==> src/rtl/mb_rx_frame_ctrl_if.sv <==
// Bus bundle between a UART byte receiver / frame consumer and mb_rx_frame_ctrl.
interface mb_rx_frame_ctrl_if;
  logic       rx_done;
  logic [7:0] rx_data;
  logic       rx_state;
  logic       wr_en;
  logic [7:0] wr_addr;
  logic [7:0] wr_data;
  logic       frame_valid;
  logic [8:0] frame_len;
  logic       frame_bcast;
  logic       frame_ack;
  logic       frame_drop;
  logic       busy;

  // Environment side: feeds received bytes and acknowledges frames.
  modport master (
    output rx_done, rx_data, rx_state, frame_ack,
    input  wr_en, wr_addr, wr_data, frame_valid, frame_len, frame_bcast,
           frame_drop, busy
  );

  // Frame controller side.
  modport slave (
    input  rx_done, rx_data, rx_state, frame_ack,
    output wr_en, wr_addr, wr_data, frame_valid, frame_len, frame_bcast,
           frame_drop, busy
  );
endinterface

==> src/rtl/mb_rx_frame_ctrl.sv <==
// Modbus RTU receive framing: 3.5-character silence delimiting, 1.5-character
// gap checking, buffer write generation and frame address/length qualification.
module mb_rx_frame_ctrl #(
  parameter int unsigned CLK_FREQ   = 50000000,
  parameter int unsigned BAUD_RATE  = 9600,
  parameter logic [7:0]  SLAVE_ADDR = 8'h01,
  parameter int unsigned MAX_LEN    = 256
) (
  input logic               clk_in,
  input logic               rst_n_in,
  mb_rx_frame_ctrl_if.slave bus
);

  localparam int unsigned BPS     = CLK_FREQ / BAUD_RATE;
  localparam int unsigned DIV_W   = (BPS > 1) ? $clog2(BPS) : 1;
  localparam int unsigned GAP_W   = 6;
  localparam int unsigned LEN_W   = 9;
  localparam int unsigned MIN_LEN = 4;

  localparam logic [DIV_W-1:0] DIV_LAST = DIV_W'(BPS - 1);
  localparam logic [GAP_W-1:0] GAP_SIL  = GAP_W'(35);
  localparam logic [GAP_W-1:0] GAP_LATE = GAP_W'(15);
  localparam logic [LEN_W-1:0] LEN_MAX  = LEN_W'(MAX_LEN);
  localparam logic [LEN_W-1:0] LEN_MIN  = LEN_W'(MIN_LEN);

  typedef enum logic [2:0] {
    WAIT_SIL,
    IDLE,
    RECEIVE,
    CHECK,
    HOLD
  } state_t;

  state_t           state_q, state_d;
  logic [DIV_W-1:0] div_cnt;
  logic [GAP_W-1:0] gap_cnt;
  logic [LEN_W-1:0] len_q, len_d;
  logic             err_q, err_d;
  logic [7:0]       byte0_q, byte0_d;
  logic             wr_en_q, wr_en_d;
  logic [7:0]       wr_addr_q, wr_addr_d;
  logic [7:0]       wr_data_q, wr_data_d;
  logic             frame_valid_q, frame_valid_d;
  logic [LEN_W-1:0] frame_len_q, frame_len_d;
  logic             frame_bcast_q, frame_bcast_d;
  logic             frame_drop_q, frame_drop_d;
  logic             busy_q, busy_d;

  logic silence_c;
  logic late_c;
  logic addr_ok_c;

  assign silence_c = (gap_cnt == GAP_SIL);
  assign late_c    = (gap_cnt >= GAP_LATE);
  assign addr_ok_c = (byte0_q == SLAVE_ADDR) || (byte0_q == 8'h00);

  // Bit-period gap timer; restarts on every byte and while a character is in flight.
  always_ff @(posedge clk_in or negedge rst_n_in) begin
    if (!rst_n_in) begin
      div_cnt <= '0;
      gap_cnt <= '0;
    end else if (bus.rx_done || bus.rx_state) begin
      div_cnt <= '0;
      gap_cnt <= '0;
    end else if (div_cnt == DIV_LAST) begin
      div_cnt <= '0;
      if (gap_cnt != GAP_SIL) gap_cnt <= gap_cnt + GAP_W'(1);
    end else begin
      div_cnt <= div_cnt + DIV_W'(1);
    end
  end

  // State, frame bookkeeping and registered outputs.
  always_ff @(posedge clk_in or negedge rst_n_in) begin
    if (!rst_n_in) begin
      state_q       <= WAIT_SIL;
      len_q         <= '0;
      err_q         <= 1'b0;
      byte0_q       <= '0;
      wr_en_q       <= 1'b0;
      wr_addr_q     <= '0;
      wr_data_q     <= '0;
      frame_valid_q <= 1'b0;
      frame_len_q   <= '0;
      frame_bcast_q <= 1'b0;
      frame_drop_q  <= 1'b0;
      busy_q        <= 1'b0;
    end else begin
      state_q       <= state_d;
      len_q         <= len_d;
      err_q         <= err_d;
      byte0_q       <= byte0_d;
      wr_en_q       <= wr_en_d;
      wr_addr_q     <= wr_addr_d;
      wr_data_q     <= wr_data_d;
      frame_valid_q <= frame_valid_d;
      frame_len_q   <= frame_len_d;
      frame_bcast_q <= frame_bcast_d;
      frame_drop_q  <= frame_drop_d;
      busy_q        <= busy_d;
    end
  end

  // Next-state and next-output decode.
  always_comb begin
    state_d       = state_q;
    len_d         = len_q;
    err_d         = err_q;
    byte0_d       = byte0_q;
    wr_en_d       = 1'b0;
    wr_addr_d     = wr_addr_q;
    wr_data_d     = wr_data_q;
    frame_valid_d = frame_valid_q;
    frame_len_d   = frame_len_q;
    frame_bcast_d = frame_bcast_q;
    frame_drop_d  = 1'b0;

    case (state_q)
      WAIT_SIL: begin
        if (silence_c) state_d = IDLE;
      end
      IDLE: begin
        if (bus.rx_done) begin
          wr_en_d   = 1'b1;
          wr_addr_d = 8'h00;
          wr_data_d = bus.rx_data;
          byte0_d   = bus.rx_data;
          len_d     = LEN_W'(1);
          err_d     = 1'b0;
          state_d   = RECEIVE;
        end
      end
      RECEIVE: begin
        if (bus.rx_done) begin
          // A late byte is still stored; only the frame is marked bad.
          if (late_c) err_d = 1'b1;
          if (len_q < LEN_MAX) begin
            wr_en_d   = 1'b1;
            wr_addr_d = len_q[7:0];
            wr_data_d = bus.rx_data;
            len_d     = len_q + LEN_W'(1);
          end else begin
            err_d = 1'b1;
          end
        end else if (silence_c) begin
          state_d = CHECK;
        end
      end
      CHECK: begin
        if (err_q || (len_q < LEN_MIN) || !addr_ok_c) begin
          frame_drop_d = 1'b1;
          // A byte landing here starts an unframed sequence; resync on silence.
          state_d      = bus.rx_done ? WAIT_SIL : IDLE;
        end else begin
          frame_valid_d = 1'b1;
          frame_len_d   = len_q;
          frame_bcast_d = (byte0_q == 8'h00);
          state_d       = HOLD;
        end
      end
      HOLD: begin
        if (bus.frame_ack) begin
          frame_valid_d = 1'b0;
          frame_len_d   = '0;
          frame_bcast_d = 1'b0;
          state_d       = WAIT_SIL;
        end
      end
      default: state_d = WAIT_SIL;
    endcase

    busy_d = (state_d == RECEIVE) || (state_d == CHECK) || (state_d == HOLD);
  end

  assign bus.wr_en       = wr_en_q;
  assign bus.wr_addr     = wr_addr_q;
  assign bus.wr_data     = wr_data_q;
  assign bus.frame_valid = frame_valid_q;
  assign bus.frame_len   = frame_len_q;
  assign bus.frame_bcast = frame_bcast_q;
  assign bus.frame_drop  = frame_drop_q;
  assign bus.busy        = busy_q;

endmodule

==> src/flat_wrapper.sv <==
// flat-port wrapper written by rule: the top's interface ports become plain ports
module mb_rx_frame_ctrl_flat 
#(
  parameter int unsigned CLK_FREQ   = 50000000,
  parameter int unsigned BAUD_RATE  = 9600,
  parameter logic [7:0]  SLAVE_ADDR = 8'h01,
  parameter int unsigned MAX_LEN    = 256
)
  (clk_in, rst_n_in, bus_rx_done, bus_rx_data, bus_rx_state, bus_frame_ack, bus_wr_en, bus_wr_addr, bus_wr_data, bus_frame_valid, bus_frame_len, bus_frame_bcast, bus_frame_drop, bus_busy);
  mb_rx_frame_ctrl_if bus_i ();
  input logic clk_in;
  input logic rst_n_in;
  input wire logic [$bits(bus_i.rx_done)-1:0] bus_rx_done;
  input wire logic [$bits(bus_i.rx_data)-1:0] bus_rx_data;
  input wire logic [$bits(bus_i.rx_state)-1:0] bus_rx_state;
  input wire logic [$bits(bus_i.frame_ack)-1:0] bus_frame_ack;
  output wire logic [$bits(bus_i.wr_en)-1:0] bus_wr_en;
  output wire logic [$bits(bus_i.wr_addr)-1:0] bus_wr_addr;
  output wire logic [$bits(bus_i.wr_data)-1:0] bus_wr_data;
  output wire logic [$bits(bus_i.frame_valid)-1:0] bus_frame_valid;
  output wire logic [$bits(bus_i.frame_len)-1:0] bus_frame_len;
  output wire logic [$bits(bus_i.frame_bcast)-1:0] bus_frame_bcast;
  output wire logic [$bits(bus_i.frame_drop)-1:0] bus_frame_drop;
  output wire logic [$bits(bus_i.busy)-1:0] bus_busy;
  assign bus_i.rx_done = bus_rx_done;
  assign bus_i.rx_data = bus_rx_data;
  assign bus_i.rx_state = bus_rx_state;
  assign bus_i.frame_ack = bus_frame_ack;
  assign bus_wr_en = bus_i.wr_en;
  assign bus_wr_addr = bus_i.wr_addr;
  assign bus_wr_data = bus_i.wr_data;
  assign bus_frame_valid = bus_i.frame_valid;
  assign bus_frame_len = bus_i.frame_len;
  assign bus_frame_bcast = bus_i.frame_bcast;
  assign bus_frame_drop = bus_i.frame_drop;
  assign bus_busy = bus_i.busy;
  mb_rx_frame_ctrl #(.CLK_FREQ(CLK_FREQ), .BAUD_RATE(BAUD_RATE), .SLAVE_ADDR(SLAVE_ADDR), .MAX_LEN(MAX_LEN)) u_core (.clk_in(clk_in), .rst_n_in(rst_n_in), .bus(bus_i));
endmodule
==> config.mk <==
export PLATFORM = sky130hd
export DESIGN_NAME = mb_rx_frame_ctrl_flat
export DESIGN_NICKNAME = d
export VERILOG_FILES = /design/src/rtl/mb_rx_frame_ctrl_if.sv /design/src/rtl/mb_rx_frame_ctrl.sv /design/src/flat_wrapper.sv
export SDC_FILE = /design/constraint.sdc
export NUM_CORES = 1
export LEC_CHECK = 0
export CAP_MARGIN = 40
export CORE_ASPECT_RATIO = 1.25
export CORE_MARGIN = 2
export CORE_UTILIZATION = 25
export CTS_CLUSTER_SIZE = 28
export DETAILED_ROUTE_END_ITERATION = 10
export GPL_TIMING_DRIVEN = 0
export PLACE_DENSITY = 0.45
export SLEW_MARGIN = 40
export SYNTH_ARGS = -nofsm -noshare
export SYNTH_HDL_FRONTEND = slang
export SYNTH_SLANG_ARGS = --single-unit
==> constraint.sdc <==
create_clock -name clk_in -period 5.8 [get_ports clk_in]
set_input_delay 0.87 -clock clk_in [delete_from_list [all_inputs] [get_ports clk_in]]
set_output_delay 0.87 -clock clk_in [all_outputs]
set_load 0.02 [all_outputs]
==> results of run 1 <==
[flip-flops by register name, summed over array words and instances, names as in the netlist, 3 cells and up]
register	count
u_core.bus.frame_len	9
u_core.bus.wr_addr	8
u_core.bus.wr_data	8
u_core.byte0_q	8
u_core.div_cnt	13
u_core.gap_cnt	6
u_core.len_q	9
u_core.state_q	3
[worst paths after layout]
path / cells after the start / to / start / slack (ps)
setup / recovery: 5 / u_core.byte0_q[7]$_DFFE_PN0P_ / bus_rx_done / 3090
hold / removal: 1 / u_core.gap_cnt[2]$_DFFE_PN0P_ / rst_n_in / 380
hold reg to reg: 1 / u_core.div_cnt[0]$_DFF_PN0_ / u_core.div_cnt[0]$_DFF_PN0_ / 450
min in group clk_in: 1 / u_core.div_cnt[0]$_DFF_PN0_ / u_core.div_cnt[0]$_DFF_PN0_ / 450
max in group asynchronous: 2 / u_core.byte0_q[3]$_DFFE_PN0P_ / rst_n_in / 4910
setup reg to reg: 6 / u_core.gap_cnt[4]$_DFFE_PN0P_ / u_core.div_cnt[0]$_DFF_PN0_ / 3640
[logic make-up after synthesis]
kind of cell / after synthesis
compound gates: 48
simple gates: 149
fa+ha+maj: 3
xor+xnor: 14
flops: 70
buf+inv: 20
mux: 9
[through the flow]
stage	instance area (um2)	worst slack, ps	utilization	total power, W
final	4118	3092	0.3402	0.001213
after global routing	4118	2913	0.3402	0.001257
after CTS	4111	3038	0.3396	0.001230
after detailed placement	3754	2670	0.3101	0.0005675
after global placement	3725	1280	0.3077	0.0005651
after floorplan	3099	3781	-	0.0005286
[where the power goes]
part           leakage [nW]  switching [W]  total [W]  internal, W
Combinational         0.764      0.0000292  0.0000528    0.0000236
Sequential            0.891     0.00000751   0.000504     0.000497
Clock                 0.168       0.000213   0.000656     0.000443
[cells in the final DEF (no fill, tap or decap), types with 2 or more instances in the layout]
cell type and n:
nor4b_1 2, or4_1 6, a211oi_1 3, or2_2 2, bufinv_16 3, or3_1 3
mux2_2 8, and4_1 4, nand4_1 5, clkbuf_16 9, nor2_1 22, nor3_1 2
xor2_1 11, ha_1 3, a21oi_1 9, clkinvlp_4 2, buf_2 7, a21o_1 3
clkdlybuf4s50_1 41, a31oi_1 2, o31ai_1 4, xnor2_1 3, o21ai_0 21, nand2_1 73
inv_1 2, clkbuf_1 9, dfrtp_1 70, o211ai_1 2, nand3b_1 2, and3_1 4
and2_1 2, nand2b_1 4, clkbuf_8 2, nand3_1 13
[layout make-up]
type                       count  area share
buffer                        18     0.01975
multi-input combinational    223      0.3072
timing repair buffer          43      0.1091
clock inverter                 5     0.02552
clock buffer                  11     0.06138
inverter                       2    0.001823
tap                          164     0.04983
sequential                    70      0.4254
[worst max-delay path, cell delays in order]
cell	delay, ps
clkdlybuf4s50_1	650
nand2_1	110
nor3_2	590
buf_2	350
mux2_2	350
[metal layers]
layer,GRT usage,vias up
met3,0.03394,10
met5,0,-
met1,0.1420,1145
met2,0.1971,35
met4,0.04769,0
li1,-,1182
==> key figures, run 1 <==
Logic synthesis
  • Seq cells post-synth: 70
  • Adder-cell share of the synthesized area: 0.01211
  • Yosys Warn Count: 0
  • Compound-gate portion of the synthesized area: 0.09366
  • Simple-gate share of the synthesized area: 0.2285
  • Post-synth top area cell: dfrtp_1
  • Synth Cell Area: slightly above 0.003 mm2
  • Post-synthesis cell type count: 40
  • FFs w/ async S/R, synth: 1.000
  • Largest family of logic cells by synthesized area: simple AND/OR/NAND/NOR gates
  • Most frequent cell after synthesis: nand2_1
  • Synth Area in XOR/XNOR: 0.03956
  • Commonest cells in the netlist: nand2_1, dfrtp_1, nor2_1, o21ai_0, nand3_1
  • Synth Flop Type: dfrtp_1
  • Mean Syn Cell Area: 9.902 um2
  • Largest cells by area after synthesis: dfrtp_1, nand2_1, o21ai_0
  • Yosys top cell area share: 0.5652
  • Syn Nets: roughly 330
  • Sequential fraction of the synthesis area: 0.5652
  • Mapped Cells: about 310
  • Post-synthesis mux area share: 0.03230
  • EDFF count, synth: 0

Clocking
  • CTS Buffer Depth: 2
  • CTS Buf Count: 9
  • H-tree levels: 3
  • Reg clk slew, reported paths: ~60 ps
  • CTS Hold Bufs: 0
  • Later-pin clock latency in the skew report: ~340 ps
  • Post-CTS sizing: 0
  • CTS Root Cell: clkbuf_16
  • CTS tree: built
  • Setup bufs post-CTS: 0
  • Sink Count: 70

Layout
  • Storage element area: around 0.0018 mm2
  • Footprint of the multi-input gates: roughly 0.0013 mm2
  • Share of layout cells above drive strength 1: 0.1075
  • Ant. Diodes: 0
  • P&R area growth vs syn: 32.86%
  • Final Net Count: between 300 and 400
  • # fillers: between 1,000 and 1,500
  • Non-Filler Instances: roughly 540

STA
  • Max-slew violations: 0
  • Clock skew: around 4.9 ps
  • Final critical-path share of the clock period: 0.4668
  • RSZ-0062 raised after global routing: no
  • Final hold violation count: 0
  • Headroom to the max-slew limit: 0.4867
  • Post-route setup TNS: 0 ps
  • Max frequency: about 370 MHz
  • Setup violators final: 0
  • Worst-Margin Slew: approximately 770 ps
  • Final Critical Period: ~2700 ps
  • Fin Hold WS: about 380 ps

Routing
  • Via/cell ratio: roughly 4.4
  • Initial DRC count: 100
  • Highest metal used: met4
  • Routed wl met2: 3.682 mm
  • # DRC: 0
  • DR WL met3: ~240 um
  • Final ANT Viol Nets: 0
  • Wire length per cell: about 14 um
  • WL final: 7.393 mm
  • DRT met1 WL: 3.353 mm
  • Detailed Routing Iterations Pass 1: 4
  • Via count: 2,372

Flow run
  • Max Cap Violations: 0

Global routing
  • GRT overflow: 0
  • Total track usage: 0.1171
  • First-pass GRT wire length: around 12 mm
  • Vias in the first global route: between 2,000 and 2,500
  • Pin count of the biggest net entering global routing: 50
  • Initial antenna violation count: 0

Critical path
  • Setup crit start kind: primary input
  • Top fanout value on the critical path: 10
  • Critical Path RT: roughly 6000 ps
  • Critical path capture point type: flop
  • Crit Path Class: primary input to flop
  • Worst EP arrival: roughly 3000 ps

Die
  • I/O Pins: 43
  • FP Rows: 45
  • Die Span X: between 100 and 150 um
  • Die H: ~130 um
  • Full die area: 0.01331 mm2
  • Core Area: roughly 0.012 mm2
  • Effective utilization at floorplan: 0.2560

Power
  • Leakage: ~1.8 nW
  • Worst-case vdd ir drop: 0.0001408 V
  • Power density cells: just under 300 mW/mm2

Status
  • Status: completed

Hold path
  • Worst Hold Class: primary input to asynchronous set/reset pin

Place
  • Dpl hpwl: between 5 and 6 mm
  • DP Cell Count: 520
  • Gp weighted congestion: 0.7044
  • Port Buffers: 42
Power figures use the tool's default switching activity.
==> inputs of run 2 (changes only) <==
- PLACE_DENSITY: 0.45 -> 0.46
- clock period: 5.8 -> 2.3 ns (I/O delays scaled with it)
==> run 2 against run 1 <==
Compared with the run above: register-to-register slack got worse by 3300 ps; die area is the same; sequential cell count is the same; via count increased by 1.9%; cell count rose by 0.19%; wire length up 1.5%; utilization shrank 0.22 points; total power up 140%; non-clock buffer count rose by 1; combinational power rose to 2.5 times the previous value; first-iteration DRC count increased by 34%; sequential share of layout area is 0.27 points higher; critical path type is now flop to flop; largest cell class unchanged; highest routed layer unchanged.
==> key figures, run 2 (synthesis results as in run 1) <==
STA
  • Final critical-path share of the clock period: 0.8720
  • Final Critical Period: ~2000 ps
  • Post-route setup TNS: 0 ps
  • Final hold violation count: 0
  • Clock skew: between 5 and 6 ps
  • Headroom to the max-slew limit: 0.5773
  • PnR worst setup slack: approximately 300 ps
  • RSZ-0062 raised after global routing: no
  • Setup violators final: 0
  • Worst-Margin Slew: between 600 and 700 ps
  • Max frequency: roughly 500 MHz
  • Max-slew violations: 0

Routing
  • # DRC: 0
  • Wire length per cell: 13.97 um
  • Via/cell ratio: around 4.5
  • Final ANT Viol Nets: 0
  • Via count: roughly 2,400
  • Initial DRC count: roughly 130
  • Detailed Routing Iterations Pass 1: 4
  • WL final: between 7 and 8 mm

Flow run
  • Max Cap Violations: 0

Die
  • Die Span X: between 100 and 150 um
  • Effective utilization at floorplan: 0.2560
  • FP Rows: 45
  • Full die area: between 0.01 and 0.015 mm2
  • I/O Pins: 43
  • Die H: about 130 um
  • Core Area: ~0.012 mm2

Power
  • Switching Fraction: 0.2096
  • Flop pwr share: 0.439
  • Logic pwr share: 0.046
  • Power density cells: ~710 mW/mm2
  • PnR Total Power: 0.002894 W
  • Worst-case vdd ir drop: 0.0003043 V
  • Psw: approximately 0.00061 W
  • Clock Power Share: 0.514
  • Int Pwr: around 0.0023 W
  • Leakage: about 1.8 nW

Layout
  • Commonest non-fill, non-tap cells in the layout: nand2_1, dfrtp_1, clkdlybuf4s50_1, nor2_1, o21ai_0
  • Share of layout cells above drive strength 1: 0.1046
  • Max reg flops: 13
  • Post-layout instance area: between 0.004 and 0.005 mm2
  • Ant. Diodes: 0
  • Final Net Count: between 300 and 400
  • Most common cell after layout, fill and taps aside: nand2_1
  • Non-Filler Instances: approximately 540
  • P&R area growth vs syn: 32.01%
  • Reg with most FFs: u_core.div_cnt

Clocking
  • CTS Buffer Depth: 2
  • CTS Root Cell: clkbuf_16
  • Reg clk slew, reported paths: 60 ps
  • CTS tree: built
  • H-tree levels: 3
  • Sink Count: 70
  • CTS Buf Count: 9
  • Later-pin clock latency in the skew report: ~330 ps

Critical path
  • Critical-path top delay cell: or4_1
  • Critical Path RT: about 2500 ps
  • Crit Path Class: flop to flop
  • Max incr delay on CP: roughly 600 ps
  • R2R cell count: 4
  • Critical path capture point type: flop
  • Setup crit start kind: flop
  • CP Cell Sequence: or4_1 -> a211oi_1 -> nor2_1 -> o31ai_1
  • Top fanout value on the critical path: 3
  • Worst EP arrival: ~2200 ps

Global routing
  • Vias in the first global route: between 2,000 and 3,000
  • GRT overflow: 0
  • GR Util met3: 0.02989
  • Met1 global-route usage: 0.1392
  • GRT met2 Usage: 0.2115
  • First-pass GRT wire length: 12.69 mm
  • Initial antenna violation count: 0
  • Pin count of the biggest net entering global routing: 39
  • Total track usage: 0.1218
  • Gr busiest metal: met2

Place
  • Gp weighted congestion: about 0.73
  • Port Buffers: 42
  • DP Area: ~0.0038 mm2
  • Dpl ws: -228.6 ps
  • DP Cell Count: 520
  • Dpl hpwl: between 5 and 6 mm

Status
  • Status: completed

Hold path
  • Worst Hold Class: flop to flop
  • Hold depth: 1
==> run 2: cell types whose count changed in the layout (fill, tap and decap cells not counted), sizes merged <==
cell         delta
bufinv          -1
clkbuf          +1
dlygate4sd3     +1
clkinvlp        -2
clkinv          +2
==> run 2: final timing paths <==
kind	end	slack, ps	start
max	u_core.bus.busy$_DFF_PN0_	290	u_core.byte0_q[5]$_DFFE_PN0P_
min in group asynchronous	u_core.bus.busy$_DFF_PN0_	470	rst_n_in
min	u_core.bus.frame_bcast$_DFFE_PN0P_	450	u_core.byte0_q[0]$_DFFE_PN0P_
max reg2reg	u_core.bus.busy$_DFF_PN0_	290	u_core.byte0_q[5]$_DFFE_PN0P_
min reg2reg	u_core.bus.frame_bcast$_DFFE_PN0P_	450	u_core.byte0_q[0]$_DFFE_PN0P_
max in group asynchronous	u_core.bus.wr_data[6]$_DFFE_PN0P_	1330	rst_n_in
==> run 2: per-layer routing <==
metal	wire, um	vias to the layer above
met2	3689	40
met3	247	15
met4	185	0
met1	3382	1174
met5	0	-
li1	-	1187
==> run 2: power groups by stage <==
stage / registers, W / clock network, W / logic [W]
2_1_floorplan: 0.00130 / 0 / 0.0000285
6_report: 0.00127 / 0.00149 / 0.000134
3_5_place_dp: 0.00129 / 0 / 0.000136
3_3_place_gp: 0.00129 / 0 / 0.000132
5_1_grt: 0.00127 / 0.00158 / 0.000151
4_1_cts: 0.00127 / 0.00154 / 0.000138
==> run 2: layout make-up <==
class / count / area (um2)
fillers: 1245 / 8014
flip-flops and latches: 70 / 1752
plain buffers: 18 / 81.33
clock buffers: 12 / 246.5
inverters: 2 / 7.507
clock inverters: 4 / 70.07
repair buffers: 44 / 451.7
multi-input cells: 223 / 1277
well taps: 164 / 205.2
==> run 2: worst max-delay path, delay by kind of cell (launching register included) <==
| kind | cells | cell delay, ps |
|---|---|---|
| simple gates | 2 | 700 |
| flops | 1 | 380 |
| compound gates | 2 | 790 |
==> run 2: what timing repair did <==
action | 4_1_cts | 5_1_grt
resized for setup | 0 | 2
setup endpoints to repair | 0 | 13
buffers inserted | 0 | 0
hold buffers | 1 | 0
hold endpoints to repair | 32 | 0
==> run 2: through the flow <==
step / hold slack [ps] / util
after floorplan: 49.41 / -
after global placement: 438.7 / 0.3077
after detailed placement: 256.9 / 0.3100
after CTS: 455.5 / 0.3370
after global routing: 480.5 / 0.3380
final: 445.2 / 0.3380
